[src/rtl/line_capture_pkg.sv]
// Shared types for the stroke capture stage.
// Coordinate widths, FSM states and saturating counter helper.
package line_capture_pkg;

  typedef enum logic [1:0] {
    IDLE,
    ARM,
    DRAW,
    PLACE
  } capture_state_t;

  typedef logic [10:0] xcoord_t;
  typedef logic [9:0]  ycoord_t;

  localparam int CNT_W = 4;

  typedef logic [CNT_W-1:0] cnt_t;

  function automatic cnt_t sat_inc(input cnt_t v);
    return (&v) ? v : v + 1'b1;
  endfunction

endpackage

[src/rtl/coord_abs_diff.sv]
// Unsigned absolute difference of two 12-bit coordinates.
module coord_abs_diff (
  input  logic [11:0] a_i,
  input  logic [11:0] b_i,
  output logic [11:0] d_o
);

  assign d_o = (a_i >= b_i) ? (a_i - b_i) : (b_i - a_i);

endmodule

[src/rtl/line_stroke_capture.sv]
// Marker centroid to line segment capture: debounce, latch, jitter filter,
// minimum-length commit with a one-cycle place pulse.
module line_stroke_capture
  import line_capture_pkg::*;
#(
  parameter int H_ACTIVE       = 1280,
  parameter int V_ACTIVE       = 720,
  parameter int ARM_FRAMES     = 3,
  parameter int RELEASE_FRAMES = 4,
  parameter int JITTER         = 2,
  parameter int MIN_LEN        = 16
) (
  input  logic        clk_in,
  input  logic        rst_n_in,
  input  logic [10:0] x_in,
  input  logic [9:0]  y_in,
  input  logic        present_in,
  input  logic        valid_in,
  input  logic        abort_in,
  output logic [10:0] line_x1_out,
  output logic [9:0]  line_y1_out,
  output logic [10:0] line_x2_out,
  output logic [9:0]  line_y2_out,
  output logic        place_out,
  output logic        drawing_out
);

  localparam xcoord_t     H_LIM = xcoord_t'(H_ACTIVE);
  localparam ycoord_t     V_LIM = ycoord_t'(V_ACTIVE);
  localparam cnt_t        ARM_N = cnt_t'(ARM_FRAMES);
  localparam cnt_t        REL_N = cnt_t'(RELEASE_FRAMES);
  localparam logic [11:0] JIT   = 12'(JITTER);
  localparam logic [11:0] MIN_L = 12'(MIN_LEN);

  capture_state_t state_q;
  cnt_t           cnt_q;
  cnt_t           miss_q;
  xcoord_t        x1_q, x2_q;
  ycoord_t        y1_q, y2_q;
  logic           place_q;
  logic           drawing_q;

  logic [11:0] dx, dy, lx, ly, len;
  logic        pres, moved;
  cnt_t        cnt_inc, miss_inc;

  coord_abs_diff u_dx (
    .a_i({1'b0, x_in}),
    .b_i({1'b0, x2_q}),
    .d_o(dx)
  );

  coord_abs_diff u_dy (
    .a_i({2'b0, y_in}),
    .b_i({2'b0, y2_q}),
    .d_o(dy)
  );

  coord_abs_diff u_lx (
    .a_i({1'b0, x2_q}),
    .b_i({1'b0, x1_q}),
    .d_o(lx)
  );

  coord_abs_diff u_ly (
    .a_i({2'b0, y2_q}),
    .b_i({2'b0, y1_q}),
    .d_o(ly)
  );

  assign len      = lx + ly;
  assign pres     = present_in && (x_in < H_LIM) && (y_in < V_LIM);
  assign moved    = (dx > JIT) || (dy > JIT);
  assign cnt_inc  = sat_inc(cnt_q);
  assign miss_inc = sat_inc(miss_q);

  // The sample that completes arming is the latest start, so it seeds both ends.
  always_ff @(posedge clk_in or negedge rst_n_in) begin
    if (!rst_n_in) begin
      state_q   <= IDLE;
      cnt_q     <= '0;
      miss_q    <= '0;
      x1_q      <= '0;
      y1_q      <= '0;
      x2_q      <= '0;
      y2_q      <= '0;
      place_q   <= 1'b0;
      drawing_q <= 1'b0;
    end else begin
      place_q <= 1'b0;
      if (abort_in) begin
        state_q   <= IDLE;
        cnt_q     <= '0;
        miss_q    <= '0;
        drawing_q <= 1'b0;
      end else begin
        unique case (state_q)
          IDLE: begin
            if (valid_in && pres) begin
              cnt_q <= cnt_t'(1);
              if (ARM_N <= cnt_t'(1)) begin
                state_q   <= DRAW;
                drawing_q <= 1'b1;
                miss_q    <= '0;
                x1_q      <= x_in;
                x2_q      <= x_in;
                y1_q      <= y_in;
                y2_q      <= y_in;
              end else begin
                state_q <= ARM;
              end
            end
          end
          ARM: begin
            if (valid_in) begin
              if (pres) begin
                cnt_q <= cnt_inc;
                if (cnt_inc >= ARM_N) begin
                  state_q   <= DRAW;
                  drawing_q <= 1'b1;
                  miss_q    <= '0;
                  x1_q      <= x_in;
                  x2_q      <= x_in;
                  y1_q      <= y_in;
                  y2_q      <= y_in;
                end
              end else begin
                state_q <= IDLE;
                cnt_q   <= '0;
              end
            end
          end
          DRAW: begin
            if (valid_in) begin
              if (pres) begin
                miss_q <= '0;
                if (moved) begin
                  x2_q <= x_in;
                  y2_q <= y_in;
                end
              end else begin
                miss_q <= miss_inc;
                if (miss_inc >= REL_N) begin
                  drawing_q <= 1'b0;
                  cnt_q     <= '0;
                  miss_q    <= '0;
                  if (len >= MIN_L) begin
                    state_q <= PLACE;
                    place_q <= 1'b1;
                  end else begin
                    state_q <= IDLE;
                  end
                end
              end
            end
          end
          PLACE: begin
            state_q <= IDLE;
          end
        endcase
      end
    end
  end

  assign line_x1_out = x1_q;
  assign line_y1_out = y1_q;
  assign line_x2_out = x2_q;
  assign line_y2_out = y2_q;
  assign place_out   = place_q;
  assign drawing_out = drawing_q;

endmodule

[config.mk]
export PLATFORM = sky130hd
export DESIGN_NAME = line_stroke_capture
export DESIGN_NICKNAME = d
export VERILOG_FILES = /design/src/rtl/line_capture_pkg.sv /design/src/rtl/coord_abs_diff.sv /design/src/rtl/line_stroke_capture.sv
export SDC_FILE = /design/constraint.sdc
export NUM_CORES = 1
export LEC_CHECK = 0
export BUFFER_PORTS_ARGS = -buffer_cell sky130_fd_sc_hd__buf_2
export CORE_MARGIN = 5
export CORE_UTILIZATION = 56
export CTS_BUF_LIST = sky130_fd_sc_hd__clkbuf_8
export CTS_CLUSTER_SIZE = 30
export DETAILED_ROUTE_END_ITERATION = 8
export GPL_TIMING_DRIVEN = 0
export PLACE_DENSITY = 0.79
export SYNTH_ARGS = -nofsm -noshare
export SYNTH_HDL_FRONTEND = slang
export SYNTH_SLANG_ARGS = --single-unit
[constraint.sdc]
create_clock -name clk_in -period 4.3 [get_ports clk_in]
set_clock_uncertainty 0.1 [all_clocks]
set_input_delay 0.86 -clock clk_in [delete_from_list [all_inputs] [get_ports clk_in]]
set_output_delay 0.86 -clock clk_in [all_outputs]
set_load 0.02 [all_outputs]
==> results of run 1 <==
[where the power goes]
part	internal [mW]	switching [mW]	leakage [nW]	total, mW
logic	1.90	2.47	3.24	4.37
clock network	0.112	0.178	0.0362	0.290
registers	0.590	0.109	0.643	0.699
total	2.60	2.76	3.92	5.36
[routing by layer]
metal / track usage / up-vias / routed length, microns
met5: 0 / - / 0
met4: 0.08994 / 0 / 599
met1: 0.3588 / 3176 / 8624
li1: - / 3251 / -
met3: 0.02378 / 33 / 829
met2: 0.4064 / 182 / 9037
[cell usage after synthesis, types with 7 or more instances]
library cell               instances  share of area
sky130_fd_sc_hd__ha_1            100           0.18
sky130_fd_sc_hd__inv_1           100          0.055
sky130_fd_sc_hd__a21oi_1          72          0.052
sky130_fd_sc_hd__nand2_1          63          0.034
sky130_fd_sc_hd__o21ai_0          63          0.046
sky130_fd_sc_hd__dfrtp_1          54           0.20
sky130_fd_sc_hd__mux2i_1          41          0.060
sky130_fd_sc_hd__a21o_1           32          0.035
sky130_fd_sc_hd__nor2_1           30          0.016
sky130_fd_sc_hd__clkbuf_1         24          0.013
sky130_fd_sc_hd__xnor2_1          19          0.024
sky130_fd_sc_hd__nand3_1          17          0.012
sky130_fd_sc_hd__nor2b_1          14          0.013
sky130_fd_sc_hd__o211ai_1         13          0.014
sky130_fd_sc_hd__o21a_1           13          0.014
sky130_fd_sc_hd__a211oi_1         11          0.012
sky130_fd_sc_hd__a31oi_1           9         0.0082
sky130_fd_sc_hd__fa_1              9          0.026
sky130_fd_sc_hd__nor3_1            9         0.0065
sky130_fd_sc_hd__or2_2             9         0.0082
sky130_fd_sc_hd__xor2_1            9          0.011
sky130_fd_sc_hd__and2_1            7         0.0064
sky130_fd_sc_hd__and3_1            7         0.0064
sky130_fd_sc_hd__buf_2             7         0.0051
[worst max-delay path, cell delays in order, from the launching register on]
cell	delay, ps
sky130_fd_sc_hd__dfrtp_2	440
sky130_fd_sc_hd__inv_4	70
sky130_fd_sc_hd__ha_4	130
sky130_fd_sc_hd__inv_2	40
sky130_fd_sc_hd__fa_2	340
sky130_fd_sc_hd__a21o_1	190
sky130_fd_sc_hd__a211oi_2	230
sky130_fd_sc_hd__o221a_2	240
sky130_fd_sc_hd__o21bai_1	80
sky130_fd_sc_hd__buf_4	180
sky130_fd_sc_hd__mux2i_2	200
sky130_fd_sc_hd__a21boi_4	230
sky130_fd_sc_hd__o21ai_2	80
sky130_fd_sc_hd__a221oi_2	280
sky130_fd_sc_hd__xnor2_1	120
sky130_fd_sc_hd__ha_2	360
sky130_fd_sc_hd__o21ai_2	70
sky130_fd_sc_hd__o31ai_2	250
sky130_fd_sc_hd__a32oi_2	100
sky130_fd_sc_hd__nor4b_2	250
sky130_fd_sc_hd__o221ai_1	180
sky130_fd_sc_hd__a21oi_2	280
sky130_fd_sc_hd__and3_1	220
sky130_fd_sc_hd__a211oi_2	70
[worst max-delay path by stage]
| stage | endpoint | cells past startpoint | slack [ps] |
|---|---|---|---|
| after floorplan | state_q[1] | 23 | -120 |
| after global placement | state_q[1] | 23 | -900 |
| after detailed placement | state_q[1] | 23 | -900 |
| after CTS | state_q[1] | 24 | -440 |
| after global routing | state_q[1] | 24 | -710 |
| final | state_q[1] | 23 | -550 |
[cell type report]
| type | instances | area (sq um) |
|---|---|---|
| multi-input cells | 655 | 5246 |
| inverters | 100 | 377.9 |
| repair buffers | 107 | 633.1 |
| clock buffers | 5 | 68.82 |
| flip-flops and latches | 54 | 1374 |
| plain buffers | 34 | 181.4 |
| fillers | 1007 | 3931 |
| clock inverters | 2 | 15.01 |
| well taps | 147 | 183.9 |
[what timing repair did]
action                                  in CTS  in global routing
setup buffers                               32                  8
endpoints found under the setup margin       3                  5
pin swaps                                   21                 22
resized for setup                           23                 28
cloned                                       0                  0
[per-stage QoR]
step	TNS, ps	power, mW
2_1_floorplan	-294.4	3.515
3_3_place_gp	-4314	4.281
3_5_place_dp	-4453	4.324
4_1_cts	-1236	4.918
5_1_grt	-2020	5.795
6_report	-1530	5.361
[flip-flops by register name, summed over array words and instances (netlist names)]
| signal | count |
|---|---|
| miss_q | 4 |
| cnt_q | 4 |
| line_y2_out | 10 |
| state_q | 2 |
| line_x1_out | 11 |
| line_x2_out | 11 |
| line_y1_out | 10 |
| drawing_out | 1 |
| place_out | 1 |
[logic make-up after synthesis]
family / after synthesis / synth area share
AOI/OAI and AO/OA: 285 / 0.2736
and+or+nand+nor: 187 / 0.1378
buffers and inverters: 138 / 0.08089
adders and majority gates: 109 / 0.2080
DFF: 54 / 0.1963
muxes: 46 / 0.06780
xor gates and xnor gates: 28 / 0.03563
==> qor.yml, run 1 <==
timing.critical_path.to_type: "flip-flop"
timing.critical_path.from_type: "flip-flop"
setup.worst_path.start: "line_x2_out[0]"
post_route_cells_drive_above_1_share: 0.2341
failed_checks: "negative setup slack"
clk_pin_slew_worst_paths_ps: 100
cts.path.max_buffers: 2
number_of_synthesized_register_bits: 54
cp_data_required_time_ps: 4390
maxSlewHeadroom: 0.1941
num_vias: 6642
worst_min_delay_path_startpoint: "miss_q[3]"
post_cts_hold_buffer_count: 0
nets: 1092
post-route-cell-area_sq_um: 8080
synth-edff-count: 0
post_synth_num_cell_types: 75
final-hold-violation-count: 0
synthesis.nets: 982
most-common-layout-cells: "sky130_fd_sc_hd__inv_1, sky130_fd_sc_hd__ha_1, sky130_fd_sc_hd__buf_2"
clock_sink_count: 54
hold-worst-slack_ps: 396.7
inst_count_dp: 1062
vdd.ir_drop.worst_uv: 410.3
min-delay-path-class: "reg2reg"
grt_setup_unrepaired: "true"
finalMaxSlewViolations: 0
grt_overflow: 0
worstPathArrival_ps: 4940
wl_per_cell_microns: 17.29
most_instantiated_flip_flop_cell_in_the_synthesis_netlist: "sky130_fd_sc_hd__dfrtp_1"
synthArstFlopShare: 1.000
global_route_wire_length_before_repair_mm: 30.39
postSynthAreaPerCell_sq_um: 8.126
number_of_global_route_vias_before_repair: 6140
starting_density_of_the_core: 0.5730
max_clock_freq_mhz: 206.2
path_max_fanout: 8
pin_count_of_the_biggest_net_entering_global_routing: 55
post_synth_instance_area_sq_um: 6883
dp_hpwl_mm: 14.94
detail_route.first_pass.iterations: 5
final-setup-viol-count: 3
cts_tree: "yes"
final_antenna_net_count: 0
post-route-worst-setup-slack_ps: -550.8
h-tree-depth: 2
status: "finished, violations left"
worst-r2r-cell-count: 23
worstSkewPairLatency_ps: 320
placement.io_buffers: 68
hold_end: "miss_q[3]"
yosysWarningCount: 0
postLayoutCoreUtil: 0.6727
leakage_power_nw: 3.921
route.final.wire_length_mm: 19.09
area.growth.synth_to_final_pct: 17.40
synth_seq_area_share: 0.1963
fin_crit_sh: 1.128
syn-instance-count: 847
worst_reg2reg_startpoint: "line_x2_out[0]"
r2r_setup_slack_ps: -550
drc: 0
placement_rows: 40
pin_count: 70
global_route.usage.total: 0.2542
fp.dieArea_sq_um: 14610
cts-buffers-inserted: 5
worst_slew_pin_slew_ps: 1209
finalCriticalPeriod_ps: 4851
final_cell_count_no_fill: 1104
antenna_found_initial: 0
r2r_end: "state_q[1]"
placeable_core_region_sq_um: 12010
viasPerCell: 6.016
placer_congestion_estimate: 0.9493
chipHeight_microns: 120.9
placed_area_sq_um: 7547
antenna_cells_inserted: 0
crit_type: "reg2reg"
maxCapViolations: 0
worstHoldPathCells: 1
starting_drt_drc_count: 453
cts-root-buf: "sky130_fd_sc_hd__clkbuf_8"
die_w_microns: 120.9
most_common_cell_after_layout_fill_and_taps_aside: "sky130_fd_sc_hd__inv_1"
power_per_cell_area_nw_per_um2: 663.5
detailedPlace.worstSlack_ps: -901.8
Note: power is estimated with default switching activity, not from simulation.
==> run 2, diff against run 1 <==
CORE_UTILIZATION = 45   (was 56)
PLACE_DENSITY = 0.66   (was 0.79)
==> qor.yml, run 2 (synthesis results as in run 1) <==
starting_drt_drc_count: 432
timing.setup.tns_ps: -1234
number_of_global_route_vias_before_repair: 6035
postLayoutCoreUtil: 0.5436
inst_count_dp: 1103
failed_checks: "negative setup slack"
grt_overflow: 0
placeable_core_region_sq_um: 15090
dp_hpwl_mm: 15.23
global_route_wire_length_before_repair_mm: 30.60
fin_total_pwr_mw: 5.260
maxCapViolations: 0
post-route-worst-setup-slack_ps: -451.4
comb_power_share: 0.805
worstPathArrival_ps: 4840
timing.critical_path.to_type: "flip-flop"
final-setup-viol-count: 3
status: "finished, violations left"
switching_power_mw: 2.627
clock_sink_count: 54
num_vias: 6507
crit_type: "reg2reg"
starting_density_of_the_core: 0.4561
placement_rows: 45
pin_count_of_the_biggest_net_entering_global_routing: 55
placement.io_buffers: 68
power_frac_seq: 0.131
fp.dieArea_sq_um: 17870
final-hold-violation-count: 0
clock_power_share: 0.065
final_cell_count_no_fill: 1149
detail_route.first_pass.iterations: 5
grt_setup_unrepaired: "true"
finalMaxSlewViolations: 0
clk_pin_slew_worst_paths_ps: 100
timing.critical_path.from_type: "flip-flop"
switching_share: 0.4995
antenna_found_initial: 0
global_route.usage.total: 0.2068
worst_slew_pin_slew_ps: 567.9
route.final.wire_length_mm: 19.00
finalCriticalPeriod_ps: 4751
post_cts_hold_buffer_count: 0
h-tree-depth: 2
max_clock_freq_mhz: 210.5
cp_data_required_time_ps: 4380
min-delay-path-class: "in2async"
worstSkewPairLatency_ps: 310
cts.path.max_buffers: 2
antenna_cells_inserted: 0
viasPerCell: 5.663
leakage_power_nw: 3.975
drc: 0
internal-power_mw: 2.633
final_antenna_net_count: 0
chipHeight_microns: 133.7
placer_congestion_estimate: 0.9412
die_w_microns: 133.7
post_route_cells_drive_above_1_share: 0.2237
nets: 1095
post-route-cell-area_sq_um: 8203
power_per_cell_area_nw_per_um2: 641.3
cts-root-buf: "sky130_fd_sc_hd__clkbuf_8"
cts_tree: "yes"
path_max_fanout: 5
hold-worst-slack_ps: 349.0
vdd.ir_drop.worst_uv: 427.1
most_common_cell_after_layout_fill_and_taps_aside: "sky130_fd_sc_hd__inv_1"
placed_area_sq_um: 7599
area.growth.synth_to_final_pct: 19.18
detailedPlace.worstSlack_ps: -823.7
cts-buffers-inserted: 5
maxSlewHeadroom: 0.6164
fin_crit_sh: 1.105
wl_per_cell_microns: 16.54
pin_count: 70
most-common-layout-cells: "sky130_fd_sc_hd__inv_1, sky130_fd_sc_hd__ha_1, sky130_fd_sc_hd__buf_2"
## run 2: changes by cell type in the layout (fill, tap and decap cells not counted), moves of 2 or more
| cell | previous run | this run |
|---|---|---|
| sky130_fd_sc_hd__buf_12 | 0 | 3 |
| sky130_fd_sc_hd__clkbuf_2 | 1 | 3 |
| sky130_fd_sc_hd__ha_2 | 8 | 5 |
| sky130_fd_sc_hd__o21ai_1 | 3 | 5 |
| sky130_fd_sc_hd__xnor2_2 | 3 | 1 |
| sky130_fd_sc_hd__clkinvlp_4 | 2 | 0 |
| sky130_fd_sc_hd__xnor2_1 | 16 | 18 |
| sky130_fd_sc_hd__ha_1 | 87 | 89 |
| sky130_fd_sc_hd__o21ai_2 | 4 | 2 |
| sky130_fd_sc_hd__mux2i_2 | 3 | 1 |
| sky130_fd_sc_hd__buf_4 | 45 | 41 |
| sky130_fd_sc_hd__a21oi_2 | 6 | 2 |
| sky130_fd_sc_hd__a21oi_1 | 67 | 71 |
## run 2: worst paths after layout
path	start	endpoint	slack [ps]	cells past startpoint
setup / recovery	line_x2_out[0]	state_q[1]	-450	23
hold / removal	rst_n_in	place_out	350	1
setup reg to reg	line_x2_out[0]	state_q[1]	-450	23
hold reg to reg	miss_q[3]	miss_q[3]	400	1
max in group asynchronous	rst_n_in	line_y1_out[3]	3210	2
min in group clk_in	miss_q[3]	miss_q[3]	400	1
## run 2: critical path, stage by stage (launching register included)
cell	delay, ps
sky130_fd_sc_hd__dfrtp_2	440
sky130_fd_sc_hd__inv_4	70
sky130_fd_sc_hd__ha_4	130
sky130_fd_sc_hd__inv_2	30
sky130_fd_sc_hd__fa_2	320
sky130_fd_sc_hd__a21o_1	190
sky130_fd_sc_hd__a211oi_2	230
sky130_fd_sc_hd__o221a_2	280
sky130_fd_sc_hd__o21bai_4	80
sky130_fd_sc_hd__buf_6	150
sky130_fd_sc_hd__mux2i_4	160
sky130_fd_sc_hd__a21boi_4	210
sky130_fd_sc_hd__o21ai_2	80
sky130_fd_sc_hd__a221oi_2	250
sky130_fd_sc_hd__xnor2_1	120
sky130_fd_sc_hd__ha_2	350
sky130_fd_sc_hd__o21ai_2	60
sky130_fd_sc_hd__o31ai_1	240
sky130_fd_sc_hd__a32oi_1	120
sky130_fd_sc_hd__nor4b_2	230
sky130_fd_sc_hd__o221ai_1	170
sky130_fd_sc_hd__a21oi_2	280
sky130_fd_sc_hd__and3_1	220
sky130_fd_sc_hd__a211oi_1	80
## run 2: what timing repair did
item                                    in CTS  in global routing
pin swaps                                   22                 18
cloned                                       1                  0
gates resized for setup                     29                 16
endpoints found under the setup margin       3                 23
setup buffers                               32                  6
endpoints found under the hold margin        0                  0
## run 2: layout make-up
class,instances,area [sq um]
timing repair buffer,108,675.6
buffer,36,203.9
fill,1458,6887
multi-input combinational,655,5230
inverter,100,377.9
tap,188,235.2
sequential,54,1374
clock inverter,3,37.54
clock buffer,5,68.82
## run 2: per-layer routing
metal	vias up	routed length, microns	global-route usage	part of all wire
met2	152	8650	0.3290	0.46
met5	-	0	0	0
met4	0	321	0.04857	0.017
met3	16	808	0.02606	0.043
met1	3082	9221	0.2992	0.49
li1	3257	-	-	-
## run 2: power groups by stage
stage,clock (mW),sequential [mW],combinational (mW)
global route,0.370,0.700,4.66
floorplan,0,0.777,2.74
detailed placement,0,0.727,3.59
finish,0.340,0.688,4.23
CTS,0.346,0.687,3.95
global placement,0,0.726,3.56
